==> src/rtl/jt51_dac_ser_if.sv <==
// rtl/jt51_dac_ser_if.sv - sample input and serial DAC output bundle for jt51_dac_ser
//
// Signals:
//   cen        clock enable; one serial bit per cen pulse
//   sample_stb sample-valid strobe, qualified by cen
//   left/right signed 16-bit exact stereo sample, valid with sample_stb
//   so         serial data out
//   sh1/sh2    left/right word load strobes
//   busy       frame in progress
//   overrun    sticky overwrite indicator
//
// Modports: master drives samples and observes the serial side (core or bench),
//           slave is the serializer itself.

interface jt51_dac_ser_if;
  logic        cen;
  logic        sample_stb;
  logic [15:0] left;
  logic [15:0] right;
  logic        so;
  logic        sh1;
  logic        sh2;
  logic        busy;
  logic        overrun;

  modport master (
    output cen, sample_stb, left, right,
    input  so, sh1, sh2, busy, overrun
  );

  modport slave (
    input  cen, sample_stb, left, right,
    output so, sh1, sh2, busy, overrun
  );
endinterface

==> src/rtl/jt51_dac_ser.sv <==
// rtl/jt51_dac_ser.sv - YM3012-style floating-point serializer for exact stereo samples
//
// Each stereo pair is compressed per channel to a 10-bit two's complement
// mantissa plus a 3-bit exponent (1..7), then shifted out LSB first on a single
// data line: LEAD_ZEROS zeros, man[0..9], exp[0..2] for left, then the same for
// right. sh1 marks the last left bit, sh2 the last right bit.
//
// Build option: define JT51_DAC_ROUND_EN for round-half-up mantissas (with
// saturation to 511 at exponent 7); otherwise mantissas are truncated.
//
// Ports:
//   clk    system clock
//   rst_n  asynchronous reset, active low
//   bus    jt51_dac_ser_if.slave: cen, sample_stb, left, right in;
//          so, sh1, sh2, busy, overrun out

module jt51_dac_ser #(
  parameter int LEAD_ZEROS = 3
) (
  input  logic          clk,
  input  logic          rst_n,
  jt51_dac_ser_if.slave bus
);

  localparam int W  = LEAD_ZEROS + 13;
  localparam int F  = 2 * W;
  localparam int CW = $clog2(F);

  typedef enum logic {
    IDLE  = 1'b0,
    SHIFT = 1'b1
  } state_t;

  // Returns {exp[2:0], man[9:0]} for one channel.
  function automatic logic [12:0] to_float(input logic [15:0] x);
    logic signed [16:0] xe;
    logic signed [16:0] v;
    logic [2:0]         e_sel;
    logic [9:0]         m_sel;
    logic               found;
    xe    = {x[15], x};
    e_sel = 3'd7;
    m_sel = 10'd511;   // only survives when rounding overflows at exp 7
    found = 1'b0;
    for (int e = 1; e <= 7; e++) begin
`ifdef JT51_DAC_ROUND_EN
      if (e == 1) begin
        v = xe;
      end else begin
        v = (xe + (17'sd1 <<< (e - 2))) >>> (e - 1);
      end
`else
      v = xe >>> (e - 1);
`endif
      if (!found && (v >= -17'sd512) && (v <= 17'sd511)) begin
        found = 1'b1;
        e_sel = 3'(e);
        m_sel = v[9:0];
      end
    end
    return {e_sel, m_sel};
  endfunction

  state_t        state_q;
  logic [F-1:0]  hold_q;
  logic [F-1:0]  sr_q;
  logic          pend_q;
  logic [CW-1:0] cnt_q;
  logic          so_q;
  logic          sh1_q;
  logic          sh2_q;
  logic          busy_q;
  logic          ovr_q;

  logic [12:0]   cvt_l;
  logic [12:0]   cvt_r;
  logic [F-1:0]  frame_new;
  logic [F-1:0]  load_frame_d;
  logic          at_end;
  logic          load_now;

  always_comb begin
    cvt_l = to_float(bus.left);
    cvt_r = to_float(bus.right);
  end

  // Frame is shifted out from bit 0, so each word sits as {exp, man, zeros}.
  assign frame_new = {cvt_r, {LEAD_ZEROS{1'b0}}, cvt_l, {LEAD_ZEROS{1'b0}}};

  assign at_end = (state_q == SHIFT) && (cnt_q == CW'(F - 1));

  // A load happens from IDLE or at the last frame bit whenever a sample is
  // available, either pending or arriving in this very cycle.
  assign load_now = bus.cen && ((state_q == IDLE) || at_end) &&
                    (pend_q || bus.sample_stb);

  // A pending sample is older than a coincident strobe, so it goes first.
  assign load_frame_d = pend_q ? hold_q : frame_new;

  always_ff @(posedge clk or negedge rst_n) begin
    if (!rst_n) begin
      state_q <= IDLE;
      hold_q  <= '0;
      sr_q    <= '0;
      pend_q  <= 1'b0;
      cnt_q   <= '0;
      so_q    <= 1'b0;
      sh1_q   <= 1'b0;
      sh2_q   <= 1'b0;
      busy_q  <= 1'b0;
      ovr_q   <= 1'b0;
    end else if (bus.cen) begin
      // Holding register: a strobe goes straight to the shifter only when
      // nothing older is waiting; otherwise it is parked.
      if (bus.sample_stb && !(load_now && !pend_q)) begin
        hold_q <= frame_new;
        pend_q <= 1'b1;
        if (pend_q && !load_now) begin
          ovr_q <= 1'b1;
        end
      end else if (load_now) begin
        pend_q <= 1'b0;
      end

      if (load_now) begin
        state_q <= SHIFT;
        sr_q    <= load_frame_d >> 1;
        so_q    <= load_frame_d[0];
        cnt_q   <= '0;
        busy_q  <= 1'b1;
        sh1_q   <= 1'b0;
        sh2_q   <= 1'b0;
      end else begin
        case (state_q)
          IDLE: begin
            so_q   <= 1'b0;
            sh1_q  <= 1'b0;
            sh2_q  <= 1'b0;
            busy_q <= 1'b0;
          end
          SHIFT: begin
            if (at_end) begin
              state_q <= IDLE;
              cnt_q   <= '0;
              so_q    <= 1'b0;
              sh1_q   <= 1'b0;
              sh2_q   <= 1'b0;
              busy_q  <= 1'b0;
            end else begin
              cnt_q <= cnt_q + CW'(1);
              so_q  <= sr_q[0];
              sr_q  <= sr_q >> 1;
              // Strobes are registered alongside the bit they mark.
              sh1_q <= (cnt_q == CW'(W - 2));
              sh2_q <= (cnt_q == CW'(F - 2));
            end
          end
          default: begin
            state_q <= IDLE;
          end
        endcase
      end
    end
  end

  assign bus.so      = so_q;
  assign bus.sh1     = sh1_q;
  assign bus.sh2     = sh2_q;
  assign bus.busy    = busy_q;
  assign bus.overrun = ovr_q;

endmodule

==> src/flat_wrapper.sv <==
// flat-port wrapper written by rule: the top's interface ports become plain ports
module jt51_dac_ser_flat 
#(
  parameter int LEAD_ZEROS = 3
)
  (clk, rst_n, bus_cen, bus_sample_stb, bus_left, bus_right, bus_so, bus_sh1, bus_sh2, bus_busy, bus_overrun);
  jt51_dac_ser_if bus_i ();
  input  logic clk;
  input  logic rst_n;
  input wire logic [$bits(bus_i.cen)-1:0] bus_cen;
  input wire logic [$bits(bus_i.sample_stb)-1:0] bus_sample_stb;
  input wire logic [$bits(bus_i.left)-1:0] bus_left;
  input wire logic [$bits(bus_i.right)-1:0] bus_right;
  output wire logic [$bits(bus_i.so)-1:0] bus_so;
  output wire logic [$bits(bus_i.sh1)-1:0] bus_sh1;
  output wire logic [$bits(bus_i.sh2)-1:0] bus_sh2;
  output wire logic [$bits(bus_i.busy)-1:0] bus_busy;
  output wire logic [$bits(bus_i.overrun)-1:0] bus_overrun;
  assign bus_i.cen = bus_cen;
  assign bus_i.sample_stb = bus_sample_stb;
  assign bus_i.left = bus_left;
  assign bus_i.right = bus_right;
  assign bus_so = bus_i.so;
  assign bus_sh1 = bus_i.sh1;
  assign bus_sh2 = bus_i.sh2;
  assign bus_busy = bus_i.busy;
  assign bus_overrun = bus_i.overrun;
  jt51_dac_ser #(.LEAD_ZEROS(LEAD_ZEROS)) u_core (.clk(clk), .rst_n(rst_n), .bus(bus_i));
endmodule
==> config.mk <==
export PLATFORM = sky130hd
export DESIGN_NAME = jt51_dac_ser_flat
export DESIGN_NICKNAME = d
export VERILOG_FILES = /design/src/rtl/jt51_dac_ser_if.sv /design/src/rtl/jt51_dac_ser.sv /design/src/flat_wrapper.sv
export SDC_FILE = /design/constraint.sdc
export NUM_CORES = 1
export LEC_CHECK = 0
export ABC_AREA = 1
export CORE_MARGIN = 10
export CORE_UTILIZATION = 50
export CTS_BUF_LIST = sky130_fd_sc_hd__clkbuf_2
export DETAILED_ROUTE_END_ITERATION = 8
export GPL_TIMING_DRIVEN = 0
export PLACE_DENSITY = 0.68
export SYNTH_ARGS = -nofsm -noshare
export SYNTH_HDL_FRONTEND = slang
export SYNTH_SLANG_ARGS = --single-unit
==> constraint.sdc <==
create_clock -name clk -period 2.81 [get_ports clk]
set_input_delay 0.562 -clock clk [delete_from_list [all_inputs] [get_ports clk]]
set_output_delay 0.562 -clock clk [all_outputs]
set_load 0.01 [all_outputs]
* Yosys cells after proc, flatten, opt, wreduce, memory -nomap -nowiden
Cells that the tools add are included.
Storage, ports and cells: memories kept 0, input bits 36, memory bits (writable) 0, bits in read-only memories 0, register bits after elaboration 70, word-level logic and storage cells 166, output and inout bits 5, latch bits 0
Cells by class: order comparisons 28, bitwise operators 1, shift operators 0, muxes and demuxes 64, eq/ne operators 5, $add $sub $neg 1, div/mod/pow operators 0, reduce and logical (&&, ||, !) cells 57, multipliers 0
Operators with widths (count):
- $mux W10 | 14
- $mux W32 | 4
- $mux W3 | 14
- $ge A16 B10 Y1 const B | 2
- $le A16 B10 Y1 const B | 2
- $logic_and A1 B1 Y1 | 32
- $ge A15 B10 Y1 const B | 2
- $le A15 B10 Y1 const B | 2
- $ge A14 B10 Y1 const B | 2
- $le A14 B10 Y1 const B | 2
- $ge A13 B10 Y1 const B | 2
- $le A13 B10 Y1 const B | 2
- $mux W1 | 25
- $ge A12 B10 Y1 const B | 2
- $le A12 B10 Y1 const B | 2
- $ge A11 B10 Y1 const B | 2
- $le A11 B10 Y1 const B | 2
- $ge A10 B10 Y1 const B | 2
- $le A10 B10 Y1 const B | 2
- $logic_not A1 Y1 | 15
- $mux W5 | 3
- $eq A5 B5 Y1 const B | 2
- $pmux W1 S2 | 4
- $reduce_and A2 Y1 | 4
- other kinds (8) | 11

* Longest topological paths before layout
depth in word-level cells 29, mapped depth 17, depth with buffers taken out 16

* Least setup slack after synthesis
OpenSTA, ideal clock, no wires.
kind register to register, start point register u_core.cnt_q[1], end point register u_core.sr_q[15], period minus slack after synthesis 2.105 ns, arrival 1.973 ns, library setup time 0.132 ns, setup slack 0.705 ns, data required time 2.678 ns, stages on the path, launching flop included 14, cells stage by stage dfrtp_1 > ha_1 > inv_1 > nor3_1 > ha_1 > nor2_1 > inv_1 > nor2_1 > inv_1 > nand2_1 > clkbuf_1 > inv_1 > nand2_1 > o21ai_0
On the way: longest elaborated chain between the ends 7, elaborated cells on any way between the ends 9, classes of those cells eq/ne (2); mux (1); reduce/logical (6)
RTL lines:
- from (decl) | RTL line jt51_dac_ser.sv:68 | logic [CW-1:0] cnt_q;
- from (signal assigned) | RTL line jt51_dac_ser.sv:150 | cnt_q <= cnt_q + CW'(1);
- $eq A5 B5 Y1 * | RTL line jt51_dac_ser.sv:90 | assign at_end = (state_q == SHIFT) && (cnt_q == CW'(F - 1));
- $logic_and A1 B1 Y1 * | RTL line jt51_dac_ser.sv:90
- $logic_or A1 B1 Y1 | RTL line jt51_dac_ser.sv:94 | assign load_now = bus.cen && ((state_q == IDLE) || at_end) &&
- $logic_and A1 B1 Y1 (2 in a row) | RTL line jt51_dac_ser.sv:94
- $ne A2 B2 Y1 (no line) / $reduce_bool A2 Y1 (equally long branches)
- $reduce_and A3 Y1 (no line)
- to (signal assigned) | RTL line jt51_dac_ser.sv:127 | sr_q <= load_frame_d >> 1;
- to (signal assigned) | RTL line jt51_dac_ser.sv:152 | sr_q <= sr_q >> 1;
- to (decl) | RTL line jt51_dac_ser.sv:66 | logic [F-1:0] sr_q;
Mark *: on every way between the ends. The rest lies on a longest branch, timed or not. A chain may end at the register's enable or synchronous reset.

* Worst setup path after layout
start point register u_core.cnt_q[1], end point register u_core.sr_q[18]
The elaborated chain is that of the path after synthesis.

==> summary.md <==
| Metric | Value |
|---|---|
| Outcome | finished, final reports clean |
| Pint | 2.02 mW |
| DRT Pass-1 Iters | 5 |
| Width of the chip | 119 um |
| Ys async rst share | 100% |
| H-tree Lvls | 3 |
| Sequential power share | 43.9% |
| Fin. Hold Viols | 0 |
| DP Cell Count | 903 |
| Power Total | 3.05 mW |
| DP Area | 5440 um2 |
| Proportion of power drawn by the clock network | 27.2% |
| Detailed-route via count | 4923 |
| Yosys warning count | 0 |
| Most frequent cells in the layout | nand2_1, nor2_1, o21ai_0 |
| Register area | 1730 um2 |
| Setup ws final | 290 ps |
| Post-synthesis sequential area ratio | 35.1% |
| Port Buffers | 36 |
| Number of antenna violations at the first check in global routing | 1 |
| Worst Path Buf+Inv | 4 |
| DRC errors left | 0 |
| Final wirelength | 13000 um |
| Worst path arrival time | 2960 ps |
| Layout Area Growth over Synthesis | 14.7% |
| CTS tree | done |
| Pwr Density | 542 nW/um2 |
| Final std cells w/o fill | 920 |
| Syn_area_per_cell | 6.70 um2 |
| Num ports | 41 |
| Sum Neg Setup Slack | 0 ps |
| Max_cap viols | 0 |
| Worst vdd ir | 0.000267 V |
| Starting density of the core | 50.7% |
| Post-synth EDFFs | 0 |
| Yosys reg bits | 69 |
| Share of cells above drive strength 1 | 10.2% |
| Min-Delay Path Class | in -> async |
| Crit path top cell by count | inv_1 |
| Adder-Cell Fraction of Synth Area | 0.764% |
| Slew @ Worst Pin | 857 ps |
| P_leak | 2.59 nW |
| Fin crit share | 89.7% |
| CTS buffer count | 9 |
| First-pass GRT wire length | 22000 um |
| CP required | 3250 ps |
| Largest family of logic cells by synthesized area | simple AND/OR/NAND/NOR gates |
| Final max-slew violation count | 0 |
| Final net count | 820 |
| Clock Latency Late Sink | 520 ps |
| Synth Net Count | 773 |
| CP Launch Type | flip-flop |
| Yosys cell types | 37 |
| Gate power share | 28.9% |
| Pin count of the biggest net entering global routing | 70 |
| Initial DRC count | 411 |
| DP HPWL | 10000 um |
| Total die area | 14200 um2 |
| Area of the multi-input gates | 2700 um2 |
| Mapped Area | 4910 um2 |
| Vias in the first global route | 4665 |
| Clock Path Buffers | 2 |
| Worst-path fanout max | 10 |
| Pre-CTS setup slack | -9.37 ps |
| Design area | 5640 um2 |
| Core footprint | 9680 um2 |
| Sw Ratio | 33.7% |
| Relative max-transition margin | 42.9% |
| Commonest non-fill, non-tap cell in the layout | nand2_1 |
| Die H | 119 um |
| Root Buffer | clkbuf_2 |
| Achievable frequency | 397 MHz |
| Worst clock skew | 32.3 ps |
| Setup Crit Path Kind | reg -> reg |
| Fillers | 985 |
| GR Overflow Total | 0 |
| Crit. End Element | flip-flop |
| Final core occ | 58.2% |
| Cells along the critical path | ha_1 > inv_1 > nor3_1 > ha_1 > nor2_2 > inv_1 > nor2_1 > inv_1 > nand2_1 > clkbuf_1 > nor2_1 > a21oi_1 |
| Number of routed nets with antenna violations | 0 |
| Worst path slowest cell | dfrtp_1 |
| Peak per-stage delay on the critical path | 450 ps |
| GRT Overall Usage | 18.2% |
| Final setup violation count | 0 |
| Switching Power | 1.03 mW |
| Clk sinks | 69 |
| XOR/XNOR Fraction of Synth Area | 0% |
| Synth Flop Type | dfrtp_1 |
| Compound-Gate Fraction of Synth Area | 22.0% |
| Largest delay share family, worst path | simple AND/OR/NAND/NOR gates |
| Worst hold slack | 126 ps |
| Syn Inst Count | 734 |
| Post-DR vias/cell | 5.35 |
| Hold-fix buffers, CTS | 0 |
| RSZ-0062 raised after global routing | no |
| Post-Synth Simple-Gate Area | 31.9% |
| Worst-path clk slew | 190 ps |
| Mean routed wirelength per cell | 14.1 um |
| Tmin final | 2520 ps |
| Gpl congestion | 0.899 |
| Rows | 36 |
| Post-synthesis mux area share | 0% |
==> flip-flops by register name, summed over array words and instances, names as in the netlist <==
register            flops
u_core.state_q          1
u_core.sr_q            31
u_core.bus.overrun      1
u_core.hold_q          26
u_core.bus.so           1
u_core.pend_q           1
u_core.bus.sh1          1
u_core.bus.sh2          1
u_core.cnt_q            5
u_core.bus.busy         1
==> routing by layer <==
metal  GRT usage, %  up-vias  routed length [um]
met5              0        -                   0
met4           6.41        0                 221
met3           2.79       17                 642
met2           28.8      144                5830
met1           24.8     2269                6290
li1               -     2493                   -
==> power by group through the flow <==
stage,Sequential (mW),Combinational (mW),Clock [mW]
finish,1.34,0.883,0.830
floorplan,1.34,0.606,0
global placement,1.35,0.854,0
CTS,1.34,0.882,0.841
global route,1.37,1.01,0.888
detailed placement,1.36,0.879,0
==> worst paths after layout <==
| kind | startpoint | end | slack (ps) | cells after the start |
|---|---|---|---|---|
| setup / recovery | u_core.cnt_q[1]$_DFFE_PN0P_ | u_core.sr_q[18]$_DFFE_PN0P_ | 290 | 12 |
| hold / removal | rst_n | u_core.sr_q[22]$_DFFE_PN0P_ | 130 | 1 |
| setup reg to reg | u_core.cnt_q[1]$_DFFE_PN0P_ | u_core.sr_q[18]$_DFFE_PN0P_ | 290 | 12 |
| hold reg to reg | u_core.bus.sh2$_DFFE_PN0P_ | u_core.bus.sh2$_DFFE_PN0P_ | 510 | 2 |
| max in group asynchronous | rst_n | u_core.hold_q[24]$_DFFE_PN0P_ | 2130 | 1 |
| min in group clk | bus_left[12] | u_core.hold_q[9]$_DFFE_PN0P_ | 400 | 3 |
==> what timing repair did <==
action,4_1_cts,5_1_grt
resized for setup,0,7
buffers inserted,0,0
setup endpoints to repair,0,30
endpoints found under the hold margin,0,0
==> area by class of cell <==
cell class,instances,area share [%]
Antenna cell,1,0.0444
Buffer,32,2.95
Clock buffer,9,0.799
Clock inverter,7,2.44
Inverter,88,5.95
Multi-Input combinational cell,545,47.9
Sequential cell,69,30.6
Tap cell,133,2.95
Timing Repair Buffer,36,6.35
==> cells in the mapped netlist, types with 5 or more instances <==
master	instances	area (um2)
a21oi_2	6	52.6
or2_1	7	43.8
nand2_1	164	616
o22ai_1	10	62.6
nand2_4	5	56.3
buf_2	10	50.1
clkbuf_1	16	60.1
o21ai_1	13	65.1
dfrtp_1	69	1730
nor2_1	94	353
a31oi_1	8	50.1
nand3_1	42	210
a21oi_1	52	260
inv_1	85	319
nand2_2	8	50.1
nand3b_1	8	60.1
o21ai_0	86	430
nor2_4	6	67.6
nand4_1	5	31.3
==> kinds of logic after synthesis <==
logic type               Yosys count
AO/OA/AOI/OAI                    192
adder cells (fa/ha/maj)            3
buffers and inverters            120
flip-flops                        69
AND/OR/NAND/NOR                  350
Note: power is estimated with default switching activity, not from simulation.
